`src/rtl/monost_sched.sv`:
```
// One shared monostable timer serving N rising-edge trigger channels in round-robin order.
// Optional build macro MONOST_RETRIG_EN: a re-trigger of the running channel extends its pulse.
module monost_sched #(
    parameter int unsigned N          = 4,
    parameter int unsigned WAIT_TIME  = 3500000,
    parameter int unsigned GAP_CYCLES = 0,
    parameter int unsigned CNT_W      = 24,
    localparam int unsigned ID_W      = $clog2(N)
) (
    input  logic            clk,
    input  logic            rst_n,
    input  logic            en,
    input  logic [N-1:0]    trig,
    output logic [N-1:0]    led_n,
    output logic            busy,
    output logic [ID_W-1:0] active_id,
    output logic            done
);

    typedef enum logic [1:0] {
        IDLE = 2'd0,
        RUN  = 2'd1,
        GAP  = 2'd2
    } state_t;

    localparam logic [CNT_W-1:0] RUN_LAST = CNT_W'(WAIT_TIME - 1);
    localparam logic [CNT_W-1:0] GAP_LAST = (GAP_CYCLES > 0) ? CNT_W'(GAP_CYCLES - 1) : '0;
    localparam logic [N-1:0]     ONE      = N'(1);

    state_t            state_q, state_d;
    logic [CNT_W-1:0]  cnt_q, cnt_d;
    logic [ID_W-1:0]   rr_ptr_q, rr_ptr_d;
    logic [ID_W-1:0]   active_id_d;
    logic [N-1:0]      pending_q, pending_d;
    logic [N-1:0]      trig_q;
    logic [N-1:0]      rise;
    logic [N-1:0]      retrig_vec;
    logic              retrig_hit;
    logic [N-1:0]      grant_vec;
    logic [ID_W-1:0]   cand;
    logic [ID_W-1:0]   winner;
    logic              found;
    logic [N-1:0]      led_n_d;
    logic              busy_d;
    logic              done_d;

    // Round-robin search: first pending channel after rr_ptr, wrapping.
    always_comb begin
        found  = 1'b0;
        winner = '0;
        cand   = '0;
        for (int unsigned i = 1; i <= N; i++) begin
            cand = ID_W'((32'(rr_ptr_q) + i) % N);
            if (!found && pending_q[cand]) begin
                found  = 1'b1;
                winner = cand;
            end
        end
    end

    // Edge detect and pending bookkeeping; a new rise wins over a same-cycle grant clear.
    always_comb begin
        rise = trig & ~trig_q;
`ifdef MONOST_RETRIG_EN
        retrig_vec = (state_q == RUN) ? (rise & (ONE << active_id)) : '0;
`else
        retrig_vec = '0;
`endif
        retrig_hit = |retrig_vec;
        pending_d  = (pending_q & ~grant_vec) | (rise & ~retrig_vec);
    end

    // Next-state logic
    always_comb begin
        state_d     = state_q;
        cnt_d       = cnt_q;
        rr_ptr_d    = rr_ptr_q;
        active_id_d = active_id;
        grant_vec   = '0;
        case (state_q)
            IDLE: begin
                if (en && found) begin
                    state_d     = RUN;
                    cnt_d       = '0;
                    rr_ptr_d    = winner;
                    active_id_d = winner;
                    grant_vec   = ONE << winner;
                end
            end
            RUN: begin
                if (retrig_hit) begin
                    cnt_d = '0;
                end else if (cnt_q == RUN_LAST) begin
                    cnt_d   = '0;
                    state_d = (GAP_CYCLES > 0) ? GAP : IDLE;
                end else begin
                    cnt_d = cnt_q + CNT_W'(1);
                end
            end
            GAP: begin
                if (cnt_q == GAP_LAST) begin
                    cnt_d   = '0;
                    state_d = IDLE;
                end else begin
                    cnt_d = cnt_q + CNT_W'(1);
                end
            end
            default: begin
                state_d = IDLE;
                cnt_d   = '0;
            end
        endcase
    end

    // Output decode from next-state values so the registered outputs track the state register.
    always_comb begin
        led_n_d = '1;
        busy_d  = 1'b0;
        done_d  = 1'b0;
        if (state_d == RUN) begin
            led_n_d = ~(ONE << active_id_d);
            done_d  = (cnt_d == RUN_LAST);
        end
        busy_d = (state_d != IDLE);
    end

    always_ff @(posedge clk or negedge rst_n) begin
        if (!rst_n) begin
            state_q   <= IDLE;
            cnt_q     <= '0;
            rr_ptr_q  <= ID_W'(N - 1);
            active_id <= '0;
            pending_q <= '0;
            trig_q    <= '0;
            led_n     <= '1;
            busy      <= 1'b0;
            done      <= 1'b0;
        end else begin
            state_q   <= state_d;
            cnt_q     <= cnt_d;
            rr_ptr_q  <= rr_ptr_d;
            active_id <= active_id_d;
            pending_q <= pending_d;
            trig_q    <= trig;
            led_n     <= led_n_d;
            busy      <= busy_d;
            done      <= done_d;
        end
    end

endmodule

```
`config.mk`:
```
export PLATFORM = sky130hd
export DESIGN_NAME = monost_sched
export DESIGN_NICKNAME = d
export VERILOG_FILES = /design/src/rtl/monost_sched.sv
export SDC_FILE = /design/constraint.sdc
export NUM_CORES = 1
export LEC_CHECK = 0
export CAP_MARGIN = 0
export CORE_MARGIN = 1
export CORE_UTILIZATION = 30
export CTS_BUF_LIST = sky130_fd_sc_hd__clkbuf_4 sky130_fd_sc_hd__clkbuf_8
export DETAILED_ROUTE_END_ITERATION = 8
export SYNTH_ARGS = -nofsm -noshare
export SYNTH_HDL_FRONTEND = slang
export SYNTH_SLANG_ARGS = --single-unit
export TNS_END_PERCENT = 10
```
`constraint.sdc`:
```
create_clock -name clk -period 3.6 [get_ports clk]
set_input_delay 0.72 -clock clk [delete_from_list [all_inputs] [get_ports clk]]
set_output_delay 0.72 -clock clk [all_outputs]
set_load 0.01 [all_outputs]
```
==> impl_results.rst, run 1 <==
.. list-table::
   :header-rows: 1

   * - Metric
     - Value
   * - H-tree levels
     - 2
   * - Clock power frac
     - 38.4%
   * - Number of DRC markers in iteration 0
     - 210
   * - Post-synthesis adder-cell area fraction
     - 1.018%
   * - Internal
     - 0.6455 mW
   * - Synthesized-area fraction occupied by ao, oa, aoi and oai cells
     - 21.02%
   * - Leakage power figure
     - 1.127 nW
   * - Final clock period utilization by the worst path
     - 89.78%
   * - Router iterations before antenna repair
     - 5
   * - PortBufs
     - 14
   * - Transition at the pin with the smallest max-transition slack
     - 0.9695 ns
   * - Total negative slack
     - 0 ns
   * - XOR/XNOR Fraction of Synth Area
     - 1.069%
   * - Critical path launch point type
     - register
   * - Highest attainable clock frequency
     - 309.4 MHz
   * - Power per Cell Area
     - 299.4 nW/um^2
   * - Dpl ws
     - 0.4179 ns
   * - Count of synthesis-stage warnings from yosys
     - 0
   * - Clock buffer count from CTS
     - 5
   * - Detailed-route via count
     - 2216
   * - Switching part of the total
     - 22.65%
   * - Combinational share of power
     - 2.1%
   * - Maximum fanout count along the critical path
     - 10
   * - RePlAce Congestion
     - 0.8577
   * - Average size of a mapped cell
     - 8.449 sq um
   * - Post-synthesis sequential element count
     - 44
   * - Multiplexer share of the synthesized area
     - 0.4071%
   * - Post-Syn Nets
     - 300
   * - Via-per-instance ratio
     - 5.485
   * - Post-route worst setup slack
     - 0.3679 ns
   * - Cell seen most often among critical-path stages
     - nor4_2
   * - Pin count of the biggest net entering global routing
     - 45
   * - Data required, critical path
     - 3.81 ns
   * - Largest incremental delay on the critical path
     - 0.59 ns
   * - Startpoint of the lowest-slack hold path
     - trig_q[0]
   * - Chip height
     - 92.53 um
   * - RSZ-0062 raised after global routing
     - false
   * - Time the worst path needs with I/O delays and setup
     - 3.232 ns
   * - Switching component of the power
     - 0.1890 mW
   * - Floorplan Core Area
     - 7807 sq um
   * - Dominant delay contributor by cell family on the critical path
     - simple AND/OR/NAND/NOR gates
   * - Worst Path Class, Setup
     - reg2reg
   * - Crit-path cells
     - nor4_2 > nand4_1 > o41ai_4 > and2_1 > or3_1 > o21ai_0 > or4_1 > nor4_2
   * - Final hold viol count
     - 0
   * - Area growth syn-to-layout
     - 13.38%
   * - Post-synth EDFFs
     - 0
   * - Finished Core Util
     - 35.71%
   * - Total of hold buffers inserted after clock tree synthesis
     - 0
   * - Worst-Skew Late Latency
     - 0.30 ns
   * - Dominant combinational cell family by area after synthesis
     - simple AND/OR/NAND/NOR gates
   * - Launch point of the worst reg-to-reg path
     - cnt_q[12]
   * - Ant. Diodes
     - 0
   * - Total GRT Usage
     - 15.91%
   * - Simple-gate area share of the yosys netlist
     - 26.06%
   * - Share of the yosys chip area belonging to registers
     - 45.09%
   * - Beginning of the critical path
     - cnt_q[12]
   * - Result of the run
     - complete, no violations
   * - TritonCTS clock tree
     - yes
   * - Max-slew violation count
     - 0
   * - Top-level I/O count
     - 15
   * - Wire length of the first global-routing pass
     - 10760 um
   * - Distinct cell type count of the synthesized netlist
     - 45
   * - Root Buffer Master
     - clkbuf_8
   * - Setup violation total in the final timing report
     - 0
   * - # nets final
     - 310
   * - Slowest cell on crit path
     - o41ai_4
   * - Via count of the first global-routing pass
     - 2177
   * - Worst slew margin relative to its limit
     - 35.37%
   * - HPWL after detailed placement
     - 4204 um
   * - Share of layout cells above drive strength 1
     - 9.934%
   * - Final routed DRC violation total
     - 0
   * - Routed WL
     - 6063 um
   * - TritonCTS Sinks
     - 44
   * - Chip width
     - 92.53 um
   * - Kind of path behind the tightest hold check
     - reg2reg
   * - Crit path buf inv count
     - 0
   * - Gr ovfl total
     - 0
   * - Setup crit end kind
     - register
   * - Initial Utilization
     - 31.49%
   * - Most frequently used flop master after synthesis
     - dfrtp_1
   * - Count of instances resized after the clock tree is built
     - 0
   * - Worst hold slack after final layout
     - 0.4213 ns
   * - Share of total power in sequential cells
     - 59.5%
   * - Number of cell rows
     - 32
   * - DIE AREA
     - 8562 sq um
   * - Worst-case clock skew
     - 0.009497 ns
   * - Maximum VDD drop
     - 0.0001230 V
   * - Setup repair bufs after CTS
     - 0
   * - Post-route ant nets
     - 0
   * - Count of maximum capacitance violations
     - 0
   * - Instance count of the mapped netlist
     - 291
   * - Signal arrival time at the worst endpoint
     - 3.45 ns
   * - Post-DR wirelength/cell
     - 15.01 um
   * - Fraction of registers with async set/reset
     - 100.0%
   * - Antenna violations before repair
     - 0
   * - Max Root-Sink Buffers
     - 2
   * - Cell Area, Synth
     - 2459 sq um
   * - Clock input transition at the sequential cells of the worst setup and hold paths
     - 0.09 ns
[worst reg2reg max path, stage by stage, from the launching register on]
cell	delay, ns
dfrtp_1	0.46
nor4_2	0.35
nand4_1	0.20
o41ai_4	0.59
and2_1	0.46
or3_1	0.17
o21ai_0	0.10
or4_1	0.54
nor4_2	0.26
[cells in the mapped netlist (3+ instances only)]
cell type,instances,area [sq um]
o21ai_0,36,180.2
nor4_1,5,31.28
a21oi_1,21,105.1
or3_1,4,25.02
a31oi_1,9,56.30
dfrtp_1,38,950.9
dfstp_2,6,157.7
and2_1,6,37.54
nand3_1,9,45.04
or2_2,4,25.02
nor3_1,5,25.02
nand2_1,36,135.1
nand4_1,12,75.07
nor4_2,3,37.54
nor2_1,21,78.83
inv_1,17,63.81
and3_1,4,25.02
or4_1,3,22.52
o31ai_1,3,22.52
a21o_1,3,22.52
clkbuf_1,14,52.55
buf_2,3,15.01
[cell type report]
type | instances | area, sq um
multi-input combinational | 213 | 1219
fill | 827 | 5020
inverter | 17 | 63.81
clock inverter | 2 | 12.51
sequential | 44 | 1109
timing repair buffer | 20 | 180.2
clock buffer | 6 | 76.32
tap | 102 | 127.6
[logic make-up after synthesis]
family | count (synthesis)
adder cells (fa/ha/maj) | 2
XOR/XNOR | 3
buffers and inverters | 34
multiplexers | 1
AO/OA/AOI/OAI | 85
flip-flops | 44
AND/OR/NAND/NOR | 122
[stage by stage]
| step | power [mW] | cells | cell area [sq um] |
|---|---|---|---|
| 2_1_floorplan | 0.5077 | 291 | 2459 |
| 3_3_place_gp | 0.5243 | 396 | 2699 |
| 3_5_place_dp | 0.5248 | 396 | 2699 |
| 4_1_cts | 0.8448 | 404 | 2788 |
| 5_1_grt | 0.8654 | 404 | 2788 |
| 6_report | 0.8345 | 404 | 2788 |
[power groups by stage]
stage	Clock [mW]	Combinational (mW)	Sequential (mW)
after floorplan	0	0.00133	0.506
after global placement	0	0.0181	0.506
after detailed placement	0	0.0184	0.506
after CTS	0.330	0.0185	0.497
after global routing	0.348	0.0204	0.497
final	0.321	0.0171	0.497
[routing by layer]
| layer | GRT usage (%) | part of all wire (%) | vias to the layer above |
|---|---|---|---|
| met5 | 0 | 0 | - |
| met4 | 6.380 | 1.5 | 0 |
| met3 | 2.791 | 5.3 | 8 |
| met2 | 23.52 | 44 | 78 |
| met1 | 22.85 | 49 | 1066 |
| li1 | - | - | 1064 |
[registers in the layout, summed over array words and instances (netlist names)]
| signal | count |
|---|---|
| active_id | 2 |
| busy | 1 |
| cnt_q | 24 |
| done | 1 |
| led_n | 4 |
| pending_q | 4 |
| rr_ptr_q | 2 |
| state_q | 2 |
| trig_q | 4 |
[cells in the final DEF (no fill, tap or decap), types with 2 or more instances in the layout]
| cell type | Yosys | final |
|---|---|---|
| or4_1 | 3 | 3 |
| nor4_1 | 5 | 5 |
| ha_1 | 2 | 2 |
| nor4_2 | 3 | 3 |
| o21ai_0 | 36 | 36 |
| nor2b_1 | 2 | 2 |
| nand4b_1 | 2 | 2 |
| a31oi_1 | 9 | 9 |
| nand2_1 | 36 | 36 |
| o31ai_1 | 3 | 3 |
| dfrtp_1 | 38 | 38 |
| o211ai_1 | 2 | 2 |
| or2_2 | 4 | 4 |
| nand4_1 | 12 | 12 |
| and2_1 | 6 | 6 |
| nor3_1 | 5 | 5 |
| clkdlybuf4s50_1 | 0 | 13 |
| nor2_1 | 21 | 21 |
| inv_1 | 17 | 17 |
| dfstp_2 | 6 | 6 |
| nand3_1 | 9 | 9 |
| nand2b_1 | 2 | 2 |
| and3_1 | 4 | 4 |
| xnor2_1 | 2 | 2 |
| buf_4 | 0 | 6 |
| a21o_1 | 3 | 3 |
| a21oi_1 | 21 | 21 |
| or3_1 | 4 | 4 |
| clkbuf_8 | 0 | 5 |
[final timing paths]
kind | to | slack (ns) | cells after the start
min in group asynchronous | trig_q[2] | 0.57 | 1
max | done | 0.37 | 8
min reg2reg | pending_q[0] | 0.42 | 1
min | pending_q[0] | 0.42 | 1
max in group asynchronous | cnt_q[3] | 2.42 | 1
max reg2reg | done | 0.37 | 8
Power figures use the tool's default switching activity.
==> run 2: changes to the inputs <==
Settings changed: CORE_MARGIN 1 to 5.
==> impl_results.rst, run 2 (synthesis results as in run 1) <==
.. list-table::
   :header-rows: 1

   * - Metric
     - Value
   * - Result of the run
     - complete, no violations
   * - Count of maximum capacitance violations
     - 0
   * - Startpoint of the lowest-slack hold path
     - trig_q[2]
   * - Chip width
     - 100.5 um
   * - Clock input transition at the sequential cells of the worst setup and hold paths
     - 0.09 ns
   * - Total of hold buffers inserted after clock tree synthesis
     - 0
   * - Dominant delay contributor by cell family on the critical path
     - simple AND/OR/NAND/NOR gates
   * - Kind of path behind the tightest hold check
     - reg2reg
   * - Worst slew margin relative to its limit
     - 32.25%
   * - Crit-path cells
     - nor4_2 > nand4_1 > o41ai_4 > and2_1 > or3_1 > o21ai_0 > or4_1 > nor4_2
   * - Setup repair bufs after CTS
     - 0
   * - Critical path launch point type
     - register
   * - Count of instances resized after the clock tree is built
     - 0
   * - PortBufs
     - 14
   * - Total GRT Usage
     - 12.88%
   * - TritonCTS Sinks
     - 44
   * - Chip height
     - 100.5 um
   * - Antenna violations before repair
     - 0
   * - RSZ-0062 raised after global routing
     - false
   * - Largest incremental delay on the critical path
     - 0.58 ns
   * - Highest attainable clock frequency
     - 316.5 MHz
   * - HPWL after detailed placement
     - 4370 um
   * - Final clock period utilization by the worst path
     - 87.75%
   * - Power per Cell Area
     - 317.8 nW/um^2
   * - Max-slew violation count
     - 0
   * - # nets final
     - 311
   * - Via count of the first global-routing pass
     - 2049
   * - Worst-Skew Late Latency
     - 0.30 ns
   * - Detailed-route via count
     - 2181
   * - RePlAce Congestion
     - 0.9316
   * - Launch point of the worst reg-to-reg path
     - cnt_q[12]
   * - Time the worst path needs with I/O delays and setup
     - 3.159 ns
   * - Routed WL
     - 6087 um
   * - Routing usage on met2
     - 19.93%
   * - Post-route ant nets
     - 0
   * - Beginning of the critical path
     - cnt_q[12]
   * - Top-level I/O count
     - 15
   * - DIE AREA
     - 10110 sq um
   * - Signal arrival time at the worst endpoint
     - 3.37 ns
   * - Router iterations before antenna repair
     - 4
   * - Floorplan Core Area
     - 8093 sq um
   * - Max reg flops
     - 24
   * - Final routed DRC violation total
     - 0
   * - Via-per-instance ratio
     - 5.346
   * - Finished Core Util
     - 34.86%
   * - Worst setup slack for register-to-register paths
     - 0.44 ns
   * - Area growth syn-to-layout
     - 14.76%
   * - Most flop-heavy register
     - cnt_q
   * - Leakage power figure
     - 1.141 nW
   * - GR Layer Usage met3
     - 2.145%
   * - Initial Utilization
     - 30.38%
   * - Number of DRC markers in iteration 0
     - 155
   * - Placed cell areas
     - 2710 sq um
   * - Final hold viol count
     - 0
   * - Maximum fanout count along the critical path
     - 9
   * - H-tree levels
     - 2
   * - Commonest cells after routing, fill and taps aside
     - dfrtp_1, nand2_1, o21ai_0, nor2_1, a21oi_1
   * - Ant. Diodes
     - 0
   * - Leading cell type in the layout, fill and taps excluded
     - dfrtp_1
   * - Post-DR wirelength/cell
     - 14.92 um
   * - Setup violation total in the final timing report
     - 0
   * - Maximum VDD drop
     - 0.0001579 V
   * - Post-route cell area
     - 2821 sq um
   * - Most utilized layer in the global route result
     - met2
   * - Share of layout cells above drive strength 1
     - 10.23%
   * - Slowest cell on crit path
     - o41ai_4
   * - TritonCTS clock tree
     - yes
   * - Transition at the pin with the smallest max-transition slack
     - 1.016 ns
   * - Setup crit end kind
     - register
   * - Crit path buf inv count
     - 0
   * - Total negative slack
     - 0 ns
   * - Max Root-Sink Buffers
     - 2
   * - Worst-case clock skew
     - 0.006507 ns
   * - Gr ovfl total
     - 0
   * - Cell seen most often among critical-path stages
     - nor4_2
   * - Pin count of the biggest net entering global routing
     - 45
   * - Wire length of the first global-routing pass
     - 10410 um
   * - Grt met1 use
     - 18.56%
   * - Worst Path Class, Setup
     - reg2reg
   * - Data required, critical path
     - 3.81 ns
   * - Number of cell rows
     - 33
   * - Root Buffer Master
     - clkbuf_8
   * - Clock buffer count from CTS
     - 5
[run 2: changes by cell type in the layout (fill, tap and decap cells not counted), sizes merged]
| cell | previous run | this run |
|---|---|---|
| buf | 7 | 8 |
| bufinv | 0 | 1 |
| clkbuf | 6 | 5 |
[run 2: worst reg2reg max path, cell delays in order, from the launching register on]
cell and delay [ns]:
dfrtp_1 0.46, nor4_2 0.35, nand4_1 0.19, o41ai_4 0.58, and2_1 0.43, or3_1 0.16, o21ai_0 0.10, or4_1 0.54
nor4_2 0.26
[run 2: path summary, 6_finish.rpt]
check,cells after the start,to
worst min-delay path,1,pending_q[2]
min in group asynchronous,1,trig_q[2]
worst max register to register,8,done
worst max-delay path,8,done
max in group asynchronous,1,cnt_q[2]
worst min register to register,1,pending_q[2]
[run 2: per-stage QoR]
step / power, mW / setup WS [ns] / cells / hold slack (ns)
after floorplan: 0.5077 / 0.6743 / 291 / 0.3996
after global placement: 0.5245 / 0.5325 / 400 / 0.4055
after detailed placement: 0.5249 / 0.4327 / 400 / 0.4137
after CTS: 0.9126 / 0.4208 / 408 / 0.4273
after global routing: 0.9360 / 0.2011 / 408 / 0.4438
final: 0.8967 / 0.4409 / 408 / 0.4208
[run 2: cell type report]
type / instances / area [sq um]
repair buffers: 21 / 187.7
multi-input cells: 213 / 1219
well taps: 105 / 131.4
fillers: 864 / 5271
clock buffers: 5 / 68.82
flip-flops and latches: 44 / 1109
inverters: 17 / 63.81
clock inverters: 3 / 42.54
[run 2: per-layer routing]
metal  up-vias  routed length (um)
li1       1068                   -
met1      1055                2990
met2        47                2799
met3        11                 197
met4         0                  99
met5         -                   0
[run 2: where the power goes]
part	leakage (nW)	total [mW]	internal [mW]	switching (mW)
Sequential	0.486	0.497	0.496	0.000514
Combinational	0.601	0.0173	0.00568	0.0117
Clock	0.0541	0.382	0.205	0.177
==> run 3: changes to the inputs <==
Settings changed: CORE_UTILIZATION 30 to 61, PLACE_DENSITY set to 0.82, SKIP_CTS_REPAIR_TIMING set to 1.
==> impl_results.rst, run 3 (synthesis results as in run 1) <==
.. list-table::
   :header-rows: 1

   * - Metric
     - Value
   * - Leading cell type in the layout, fill and taps excluded
     - dfrtp_1
   * - Share of layout cells above drive strength 1
     - 9.635%
   * - Signal arrival time at the worst endpoint
     - 3.37 ns
   * - Data required, critical path
     - 3.81 ns
   * - Setup crit end kind
     - register
   * - TritonCTS Sinks
     - 44
   * - PortBufs
     - 14
   * - Post-route cell area
     - 2715 sq um
   * - Initial Utilization
     - 62.36%
   * - Register Area
     - 1109 sq um
   * - Total negative slack
     - 0 ns
   * - Commonest cells after routing, fill and taps aside
     - dfrtp_1, nand2_1, o21ai_0, nor2_1, a21oi_1
   * - Transition at the pin with the smallest max-transition slack
     - 0.9413 ns
   * - Highest attainable clock frequency
     - 315.7 MHz
   * - Total GRT Usage
     - 23.11%
   * - # nets final
     - 309
   * - Final hold viol count
     - 0
   * - Max-slew violation count
     - 0
   * - Clock input transition at the sequential cells of the worst setup and hold paths
     - 0.09 ns
   * - Worst-case clock skew
     - 0.01003 ns
   * - H-tree levels
     - 2
   * - Power per Cell Area
     - 302.7 nW/um^2
   * - RSZ-0062 raised after global routing
     - false
   * - Root Buffer Master
     - clkbuf_8
   * - Number of DRC markers in iteration 0
     - 270
   * - Pin count of the biggest net entering global routing
     - 45
   * - Number of filler instances in the final layout
     - 322
   * - # placed instances
     - 343
   * - Router iterations before antenna repair
     - 7
   * - Kind of path behind the tightest hold check
     - reg2reg
   * - Via-per-instance ratio
     - 6.359
   * - Routed WL
     - 5734 um
   * - Finished Core Util
     - 68.87%
   * - Detailed-route via count
     - 2232
   * - Wire length of the first global-routing pass
     - 9715 um
   * - Setup violation total in the final timing report
     - 0
   * - RePlAce Congestion
     - 0.9662
   * - Non-filler cells in the finished layout
     - 351
   * - Max Root-Sink Buffers
     - 2
   * - Max reg flops
     - 24
   * - Result of the run
     - complete, no violations
   * - Leakage power figure
     - 1.122 nW
   * - Area growth syn-to-layout
     - 10.43%
   * - DIE AREA
     - 5400 sq um
   * - Gr ovfl total
     - 0
   * - Worst-Skew Late Latency
     - 0.29 ns
   * - Ant. Diodes
     - 0
   * - Antenna violations before repair
     - 0
   * - Time the worst path needs with I/O delays and setup
     - 3.168 ns
   * - Final clock period utilization by the worst path
     - 87.99%
   * - Clock buffer count from CTS
     - 5
   * - Final routed DRC violation total
     - 0
   * - TritonCTS clock tree
     - yes
   * - Floorplan Core Area
     - 3943 sq um
   * - Pwr Total
     - 0.8218 mW
   * - Placed cell areas
     - 2626 sq um
   * - Maximum fanout count along the critical path
     - 8
   * - Worst Path Class, Setup
     - reg2reg
   * - Via count of the first global-routing pass
     - 2097
   * - Post-route ant nets
     - 0
   * - Number of cell rows
     - 23
   * - HPWL after detailed placement
     - 4115 um
   * - Post-DR wirelength/cell
     - 16.34 um
   * - Most flop-heavy register
     - cnt_q
   * - Chip width
     - 73.49 um
   * - Multi-input gate area in the final layout
     - 1219 sq um
   * - Count of maximum capacitance violations
     - 0
   * - Critical path launch point type
     - register
   * - Top-level I/O count
     - 15
   * - Maximum VDD drop
     - 0.0003170 V
   * - Chip height
     - 73.49 um
   * - Worst slew margin relative to its limit
     - 37.25%
[run 3: cell count changes in the layout (fill, tap and decap cells not counted)]
cell,change
bufinv_16,-1
clkbuf_4,+1
buf_4,-2
[run 3: path summary, 6_finish.rpt]
path | slack [ns] | startpoint | endpoint | cells after the start
max | 0.43 | cnt_q[12] | done | 8
min | 0.43 | trig_q[2] | pending_q[2] | 1
max reg2reg | 0.43 | cnt_q[12] | done | 8
min reg2reg | 0.43 | trig_q[2] | pending_q[2] | 1
max in group asynchronous | 2.44 | rst_n | cnt_q[13] | 1
min in group asynchronous | 0.56 | rst_n | trig_q[1] | 1
[run 3: final cells by class]
| class | instances | area share, % |
|---|---|---|
| Timing Repair Buffer | 19 | 6.359 |
| Sequential cell | 44 | 40.83 |
| Clock buffer | 6 | 2.811 |
| Clock inverter | 2 | 0.4608 |
| Tap cell | 50 | 2.304 |
| Multi-Input combinational cell | 213 | 44.88 |
| Inverter | 17 | 2.350 |
[run 3: power breakdown]
| group | leakage (nW) | internal (mW) | switching, mW |
|---|---|---|---|
| clock network | 0.0446 | 0.143 | 0.165 |
| logic | 0.591 | 0.00569 | 0.0112 |
| registers | 0.486 | 0.496 | 0.000444 |
[run 3: through the flow]
| step | hold WS, ns | setup slack (ns) |
|---|---|---|
| global placement | 0.4020 | 0.5671 |
| global route | 0.4668 | 0.2573 |
| CTS | 0.4269 | 0.4714 |
| detailed placement | 0.4151 | 0.4955 |
| floorplan | 0.3996 | 0.6743 |
| finish | 0.4252 | 0.4324 |
[run 3: per-layer routing]
metal	GRT usage, %	up-vias	part of all wire [%]
met1	32.71	1040	45
met3	4.104	16	7.6
met2	36.22	108	46
met5	0	-	0
met4	7.042	0	1.5
li1	-	1068	-
[run 3: worst max-delay path, cell delays in order (launching register included)]
cell and delay (ns):
dfrtp_1 0.46, nor4_2 0.35, nand4_1 0.20, o41ai_4 0.60, and2_1 0.39, or3_1 0.16
o21ai_0 0.10, or4_1 0.54, nor4_2 0.27
